==> src/rtl/mips_pkg.sv <==
`default_nettype none
// ============================================================================
//  Module      : mips_pkg
//  Description : Shared types and constants for the MIPS pipeline stages.
//  Revision    : 1.0  initial release
// ============================================================================
package mips_pkg;

   // Fetch sequencer states
   typedef enum logic [1:0] {
      FETCH_REQ  = 2'd0,   // ready to issue a request for PCF
      FETCH_WAIT = 2'd1,   // one request accepted, response outstanding
      FETCH_HOLD = 2'd2    // response captured while decode was stalled
   } fetch_state_t;

   // Instruction inserted into IF/ID for a bubble
   localparam logic [31:0] NOP_INSTR = 32'h0000_0000;

   // Byte distance between sequential instructions
   localparam int unsigned PC_INCR = 4;

endpackage : mips_pkg
`default_nettype wire

==> src/rtl/fetch_stage.sv <==
`default_nettype none
// ============================================================================
//  Module      : fetch_stage
//  Description : Instruction-fetch stage. Owns PCF, issues one outstanding
//                request at a time to instruction memory, buffers a response
//                that arrives while decode is stalled, and writes the IF/ID
//                pipeline register. Branch redirects flush IF/ID and drop any
//                in-flight or held fetch.
//  Revision    : 1.0  initial release
// ============================================================================
module fetch_stage
   import mips_pkg::*;
#(
   parameter int unsigned      WIDTH    = 32,
   parameter logic [WIDTH-1:0] RESET_PC = '0
) (
   input  logic             clk,
   input  logic             rst_n,
   input  logic             StallF,
   input  logic             StallD,
   input  logic             PCSrcD,
   input  logic [WIDTH-1:0] PCBranchD,
   output logic             imem_req,
   output logic [WIDTH-1:0] imem_addr,
   input  logic             imem_ready,
   input  logic             imem_rvalid,
   input  logic [WIDTH-1:0] imem_rdata,
   output logic [WIDTH-1:0] InstrD,
   output logic [WIDTH-1:0] PCPlus4D,
   output logic             ValidD
);

   localparam logic [WIDTH-1:0] c_PC_STEP    = WIDTH'(PC_INCR);
   localparam logic [WIDTH-1:0] c_ALIGN_MASK = ~(c_PC_STEP - WIDTH'(1));
   localparam logic [WIDTH-1:0] c_NOP        = WIDTH'(NOP_INSTR);

   // Sequencer and fetch-side state
   fetch_state_t     r_state;
   fetch_state_t     w_stateNext;
   logic [WIDTH-1:0] r_pcF;
   logic [WIDTH-1:0] w_pcFNext;
   logic             r_kill;
   logic             w_killNext;
   // The held word always belongs to PCF (PCF does not move while holding),
   // so the buffer's PC is PCF itself and needs no separate register.
   logic [WIDTH-1:0] r_holdInstr;
   logic [WIDTH-1:0] w_holdInstrNext;

   // IF/ID pipeline register
   logic [WIDTH-1:0] r_instrD;
   logic [WIDTH-1:0] w_instrDNext;
   logic [WIDTH-1:0] r_pcPlus4D;
   logic [WIDTH-1:0] w_pcPlus4DNext;
   logic             r_validD;
   logic             w_validDNext;

   // Request-side combinational signals
   logic             w_req;
   logic [WIDTH-1:0] w_addr;
   logic [WIDTH-1:0] w_pcPlus4F;
   logic [WIDTH-1:0] w_branchTarget;
   logic             w_redirect;

   // A redirect seen while decode is stalled is re-presented by the hazard
   // unit once the stall drops, so it is only acted on with StallD low.
   assign w_redirect     = PCSrcD & ~StallD;
   assign w_pcPlus4F     = r_pcF + c_PC_STEP;
   assign w_branchTarget = PCBranchD & c_ALIGN_MASK;

   // Next-state, PC, hold buffer, IF/ID and memory request decode
   always_comb begin
      w_stateNext     = r_state;
      w_pcFNext       = r_pcF;
      w_killNext      = r_kill;
      w_holdInstrNext = r_holdInstr;
      w_req           = 1'b0;
      w_addr          = r_pcF;
      // Nothing delivered: bubble when decode advances, hold when stalled
      if (StallD) begin
         w_instrDNext   = r_instrD;
         w_pcPlus4DNext = r_pcPlus4D;
         w_validDNext   = r_validD;
      end else begin
         w_instrDNext   = c_NOP;
         w_pcPlus4DNext = r_pcPlus4D;
         w_validDNext   = 1'b0;
      end

      case (r_state)
         FETCH_REQ: begin
            if (w_redirect) begin
               // Pending request for the old path is abandoned, not issued
               w_pcFNext = w_branchTarget;
            end else begin
               w_req = ~StallF;
               if (w_req && imem_ready) begin
                  w_stateNext = FETCH_WAIT;
               end
            end
         end

         FETCH_WAIT: begin
            if (w_redirect) begin
               w_pcFNext = w_branchTarget;
               if (imem_rvalid) begin
                  // Response is from the wrong path; nothing left in flight
                  w_killNext  = 1'b0;
                  w_stateNext = FETCH_REQ;
               end else begin
                  // Response still coming; drop it when it arrives
                  w_killNext = 1'b1;
               end
            end else if (imem_rvalid) begin
               if (r_kill) begin
                  w_killNext  = 1'b0;
                  w_stateNext = FETCH_REQ;
               end else if (StallD) begin
                  w_holdInstrNext = imem_rdata;
                  w_stateNext     = FETCH_HOLD;
               end else begin
                  // Deliver and overlap the next request for back-to-back fetch
                  w_instrDNext   = imem_rdata;
                  w_pcPlus4DNext = w_pcPlus4F;
                  w_validDNext   = 1'b1;
                  w_pcFNext      = w_pcPlus4F;
                  w_addr         = w_pcPlus4F;
                  w_req          = ~StallF;
                  if (w_req && imem_ready) begin
                     w_stateNext = FETCH_WAIT;
                  end else begin
                     w_stateNext = FETCH_REQ;
                  end
               end
            end
         end

         FETCH_HOLD: begin
            if (w_redirect) begin
               w_pcFNext   = w_branchTarget;
               w_stateNext = FETCH_REQ;
            end else if (!StallD) begin
               w_instrDNext   = r_holdInstr;
               w_pcPlus4DNext = w_pcPlus4F;
               w_validDNext   = 1'b1;
               w_pcFNext      = w_pcPlus4F;
               w_stateNext    = FETCH_REQ;
            end
         end

         default: begin
            w_stateNext = FETCH_REQ;
            w_killNext  = 1'b0;
         end
      endcase
   end

   // Fetch-side state registers
   always_ff @(posedge clk or negedge rst_n) begin
      if (!rst_n) begin
         r_state     <= FETCH_REQ;
         r_pcF       <= RESET_PC;
         r_kill      <= 1'b0;
         r_holdInstr <= c_NOP;
      end else begin
         r_state     <= w_stateNext;
         r_pcF       <= w_pcFNext;
         r_kill      <= w_killNext;
         r_holdInstr <= w_holdInstrNext;
      end
   end

   // IF/ID pipeline register
   always_ff @(posedge clk or negedge rst_n) begin
      if (!rst_n) begin
         r_instrD   <= c_NOP;
         r_pcPlus4D <= '0;
         r_validD   <= 1'b0;
      end else begin
         r_instrD   <= w_instrDNext;
         r_pcPlus4D <= w_pcPlus4DNext;
         r_validD   <= w_validDNext;
      end
   end

   // No request may escape while reset is held; address is always word aligned
   assign imem_req  = w_req & rst_n;
   assign imem_addr = w_addr & c_ALIGN_MASK;
   assign InstrD    = r_instrD;
   assign PCPlus4D  = r_pcPlus4D;
   assign ValidD    = r_validD;

endmodule : fetch_stage
`default_nettype wire
==> config.mk <==
export PLATFORM = sky130hd
export DESIGN_NAME = fetch_stage
export DESIGN_NICKNAME = d
export VERILOG_FILES = /design/src/rtl/mips_pkg.sv /design/src/rtl/fetch_stage.sv
export SDC_FILE = /design/constraint.sdc
export NUM_CORES = 1
export LEC_CHECK = 0
export BUFFER_PORTS_ARGS = -buffer_cell sky130_fd_sc_hd__buf_2
export CAP_MARGIN = 30
export CORE_MARGIN = 4
export CORE_UTILIZATION = 55
export CTS_CLUSTER_DIAMETER = 120
export DETAILED_ROUTE_END_ITERATION = 7
export PLACE_DENSITY_LB_ADDON = 0.25
export RECOVER_POWER = 100
export SLEW_MARGIN = 20
export SYNTH_ARGS = -nofsm -noshare
export SYNTH_HDL_FRONTEND = slang
export SYNTH_SLANG_ARGS = --single-unit
==> constraint.sdc <==
create_clock -name clk -period 3.31 [get_ports clk]
set_input_delay 0.1655 -clock clk [delete_from_list [all_inputs] [get_ports clk]]
set_output_delay 0.1655 -clock clk [all_outputs]
set_load 0.02 [all_outputs]
==> results.yml, run 1 <==
synth:
  synth-seq-cells: 128
  synth_warnings: 0
  synthesis.area_um2: 7810
  ys_types: 66
  ys_async_sr_fraction: 1.00
  yosysTopAreaCellShare: 0.410
  synth-seq-area-share: 0.410
  synth_enable_flop_cells: 0
  synth_top_area_cell: "dfrtp_1"
  synthTopCellsByCount: "128 x dfrtp_1, 110 x nand2_1, 94 x o21ai_0, 71 x nor2_1, 46 x clkbuf_1"
  yosys-top-cells-area: "dfrtp_1 41%, o21ai_0 6.0%, nand2_1 5.3%"
  synthFlopType: "dfrtp_1"
  synthCells: 886
  avgSynthCellArea_um2: 8.82
  synth_most_common_cell: "dfrtp_1"
setup_path:
  arrival_ps: 2970
  critical_path.cell_chain: "ha_1, nand4_1, or4_1, or4_4, nor2_1, xor2_1, clkbuf_2"
  max_stage_delay_ps: 570
  required_ps: 3140
  cp_max_fo: 8
  critical_path_class: "register to output pin"
  path_buf_inv: 1
  path_delay_family: "simple AND/OR/NAND/NOR gates"
  cp-start-kind: "register"
  slowest_stage: "or4_1"
  cp-end-kind: "output pin"
cts:
  clkTransAtPathRegs_ps: 60
  clkLatencyLatePin_ps: 430
  cts.root.buffer_cell: "clkbuf_16"
  postCtsHoldBufs: 33
  cts_buffers: 17
  cts_tree: "done"
  cts.sinks: 128
  clockBufferDepth: 2
  h-tree-depth: 4
  postCtsSetupRepairBufs: 0
  post_cts_resized: 0
grt:
  grt_max_degree: 71
  antenna_found_initial: 0
  grt_pass1_vias: 7290
  grt_util_all_layers: 0.307
  grt.overflow.total: 0
  grt_pass1_wl_mm: 39.3
final_layout:
  multi_input_area_um2: 4090
  num-fill-cells: 1196
  seq_area_um2: 3200
  syn2layout_area_growth_pct: 19.8
  drive_gt1_frac: 0.164
  finalNetCount: 1130
  antennaDiodeCount: 0
  final_cells: 1247
die:
  die-area_um2: 16200
  core_area_um2: 13900
  boundaryPins: 169
  die_w_um: 127
  rows: 43
  initial_utilization: 0.563
  dieHeight_um: 127
route:
  drt-wirelength-per-cell_um: 19.8
  avgViaCountPerCell: 6.11
  antenna_left: 0
  vias: 7622
  drt-total-wl_mm: 24.6
  first_pass_iters: 8
  drc_errors: 0
  drtIter0Drc: 751
timing:
  rsz0062_at_grt: "false"
  max-slew-margin-rel: -0.166
  finalHoldViolations: 0
  finalSetupViolCount: 0
  finalCritPeriodShare: 0.949
  timing.final.max_slew_violations: 71
  timing.fmax_mhz: 318
  tns_ps: 0
  worstMarginPinSlew_ps: 1750
  min_period_ps: 3140
  finClkSkew_ps: 10.5
  hold_ws_ps: 15.1
placed_design:
  placed_cells: 1182
  dp.final_hpwl_mm: 16.3
  gp_congestion: 0.970
  io_buffers: 162
power_and_ir_drop:
  power_density_nw_per_um2: 959
  ir_worst_vdd_mv: 0.625
  p_total_mw: 8.98
  p_leak_nw: 3.80
run:
  max_cap_viol_count: 1
outcome:
  status: "finished, violations left"
  violations: "max-capacitance violations, max-slew violations"
hold_path:
  min_path_type: "input port to register"
## tightest hold or removal path: stages
cell	delay, ps
buf_2	80
nor2_1	30
o21ai_0	120
## state kept, by name (all words and copies together), names as in the netlist
register / count
InstrD: 32
PCPlus4D: 30
ValidD: 1
r_holdInstr: 32
r_kill: 1
r_pcF: 30
r_state: 2
## through the flow
step	setup slack, ps	area, um2	util
CTS	199	9550	0.688
detailed placement	359	8650	0.623
finish	170	9360	0.674
global route	48.2	9360	0.674
global placement	394	8650	0.623
floorplan	535	7820	-
## worst paths after layout
| check | slack (ps) | endpoint | depth (start not counted) | startpoint |
|---|---|---|---|---|
| max | 170 | imem_addr[30] | 7 | r_pcF[3] |
| min | 20 | r_pcF[2] | 3 | PCBranchD[2] |
| max reg2reg | 300 | r_pcF[30] | 7 | r_pcF[3] |
| min reg2reg | 470 | PCPlus4D[29] | 2 | PCPlus4D[29] |
| max in group asynchronous | 920 | PCPlus4D[17] | 3 | rst_n |
| min in group asynchronous | 750 | PCPlus4D[5] | 2 | rst_n |
## cells by family after synthesis
family / share of synthesized area
compound gates: 0.210
buf+inv: 0.0692
other cells: 0.000480
flops: 0.410
simple gates: 0.181
fa+ha+maj: 0.00801
xor+xnor: 0.0695
mux: 0.0514
## metal layers
metal	global-route usage	wire, um
met1	0.408	9730
met2	0.469	11400
met3	0.0849	2460
met4	0.138	1040
met5	0	0
## cell type report
| class | count | share of cell area |
|---|---|---|
| Clock buffer | 20 | 0.0499 |
| Clock inverter | 12 | 0.0103 |
| Inverter | 10 | 0.00401 |
| Multi-Input combinational cell | 667 | 0.437 |
| Sequential cell | 128 | 0.342 |
| Tap cell | 180 | 0.0241 |
| Timing Repair Buffer | 230 | 0.133 |
## layout by cell type (no fill, tap or decap), types with 29 or more instances in the layout
cell,netlist,layout
buf_2,1,70
nand2_1,110,110
dlygate4sd3_1,0,33
mux2_2,33,32
dfrtp_1,128,128
nand3_1,30,29
clkbuf_1,46,98
a22oi_1,37,37
a21oi_1,44,43
xnor2_1,39,39
nor2_1,71,70
o21ai_0,94,95
## power breakdown
group | total (mW) | internal (mW) | switching [mW]
registers | 2.91 | 2.20 | 0.705
logic | 4.28 | 1.54 | 2.74
clock network | 1.79 | 1.03 | 0.764
No activity file was read; power rests on OpenSTA's default activity.
==> inputs of run 2 (changes only) <==
- PLACE_DENSITY_LB_ADDON: 0.25 -> 0.3
- SKIP_CTS_REPAIR_TIMING: default -> 1
==> run 2 against run 1 <==
The run ends with negative hold slack, max-capacitance violations, max-slew violations left. Hold slack got worse by 25 ps. Register-to-register slack got worse by 60 ps. Wire length fell by 3.2%. Power rose by 1.7%. Sequential power fell by 1%. Via count fell by 1.0%. Critical endpoint is now imem_addr[25]. Largest cell class unchanged. Highest routed layer unchanged.
==> results.yml, run 2 (synthesized netlist as in run 1, its figures left out) <==
final_layout:
  final_cells: 1226
  fin_area_um2: 9190
  antennaDiodeCount: 0
  final_cell_mix: "128 x dfrtp_1, 110 x nand2_1, 102 x clkbuf_1"
  drive_gt1_frac: 0.171
  finalNetCount: 1109
  mostFrequentLayoutCell: "dfrtp_1"
  syn2layout_area_growth_pct: 17.6
placed_design:
  dp.final_hpwl_mm: 16.6
  io_buffers: 162
  placed_cells: 1186
  placed_cell_area_um2: 8680
  post-place-ws_ps: 472
  gp_congestion: 1.03
hold_path:
  min_path_type: "input port to register"
  hp-start: "imem_rdata[25]"
  hold_depth: 2
run:
  max_cap_viol_count: 1
route:
  antenna_left: 0
  vias: 7542
  drt-wirelength-per-cell_um: 19.5
  drc_errors: 0
  drt-total-wl_mm: 23.9
  drtIter0Drc: 763
  first_pass_iters: 6
  avgViaCountPerCell: 6.15
power_and_ir_drop:
  swShare: 0.458
  p_int_mw: 4.95
  switchingPower_mw: 4.18
  ir_worst_vdd_mv: 0.426
  power_frac_seq: 0.315
  power_density_nw_per_um2: 993
  clock_power_share: 0.212
  p_leak_nw: 3.72
  comb_power_share: 0.473
grt:
  antenna_found_initial: 0
  grt_util_all_layers: 0.291
  grt_max_degree: 62
  grt_pass1_vias: 7230
  grt.overflow.total: 0
  grt_pass1_wl_mm: 37.5
setup_path:
  cp-start-kind: "register"
  critical_path_class: "register to output pin"
  required_ps: 3140
  cp-end-kind: "output pin"
  timing.rr.start: "r_state[1]"
  cp_max_fo: 9
  rr_worst_depth: 9
  cp-startpoint: "r_pcF[10]"
  arrival_ps: 2980
outcome:
  violations: "negative hold slack, max-capacitance violations, max-slew violations"
  status: "finished, violations left"
cts:
  clockBufferDepth: 2
  clkTransAtPathRegs_ps: 60
  h-tree-depth: 4
  clkLatencyLatePin_ps: 420
  cts.sinks: 128
  cts_buffers: 17
  cts.root.buffer_cell: "clkbuf_16"
  cts_tree: "done"
timing:
  setup_slack_ps: 161
  timing.fmax_mhz: 318
  finalCritPeriodShare: 0.951
  max-slew-margin-rel: -0.0422
  hold_ws_ps: -10.4
  tns_ps: 0
  finalSetupViolCount: 0
  worstMarginPinSlew_ps: 1560
  finalHoldViolations: 14
  timing.final.max_slew_violations: 62
  min_period_ps: 3150
  rsz0062_at_grt: "false"
  finClkSkew_ps: 6.15
die:
  initial_utilization: 0.563
  rows: 43
  die-area_um2: 16200
  boundaryPins: 169
  core_area_um2: 13900
  dieHeight_um: 127
  die_w_um: 127
-- run 2: layer usage --
| metal | up-vias | track usage | wire [um] |
|---|---|---|---|
| li1 | 3474 | - | - |
| met1 | 3529 | 0.377 | 9160 |
| met2 | 475 | 0.463 | 11300 |
| met3 | 64 | 0.0723 | 2680 |
| met4 | 0 | 0.134 | 760 |
| met5 | - | 0 | 0 |
-- run 2: worst max-delay path: stages (launching register included) --
cell      delay [ps]
dfrtp_1          530
nand3_1          380
nor4_1           670
and4b_1          410
nand2_1          100
xnor2_1          220
clkbuf_1         250
-- run 2: final timing paths --
path,end,slack (ps)
worst max-delay path,imem_addr[25],160
worst min-delay path,r_holdInstr[25],-10
worst max register to register,InstrD[30],240
worst min register to register,PCPlus4D[27],480
max in group asynchronous,PCPlus4D[21],680
min in group asynchronous,r_pcF[3],670
-- run 2: area by class of cell --
cell class	instances	area, um2
Inverter	10	37.5
Timing Repair Buffer	209	1010
Tap cell	180	225
Multi-Input combinational cell	667	4100
Clock buffer	20	447
Sequential cell	128	3200
Fill cell	1233	4690
Clock inverter	12	158
-- run 2: power by group through the flow --
stage,Clock (mW),Sequential (mW),Combinational (mW)
finish,1.93,2.87,4.32
global route,2.03,2.94,4.69
CTS,1.95,2.84,4.41
detailed placement,0,2.86,4.40
global placement,0,2.82,4.33
floorplan,0,2.77,3.26
-- run 2: stage by stage --
step                 util  power, mW
finish              0.662       9.13
global route        0.662       9.66
CTS                 0.669       9.20
detailed placement  0.625       7.26
global placement    0.625       7.14
floorplan               -       6.03
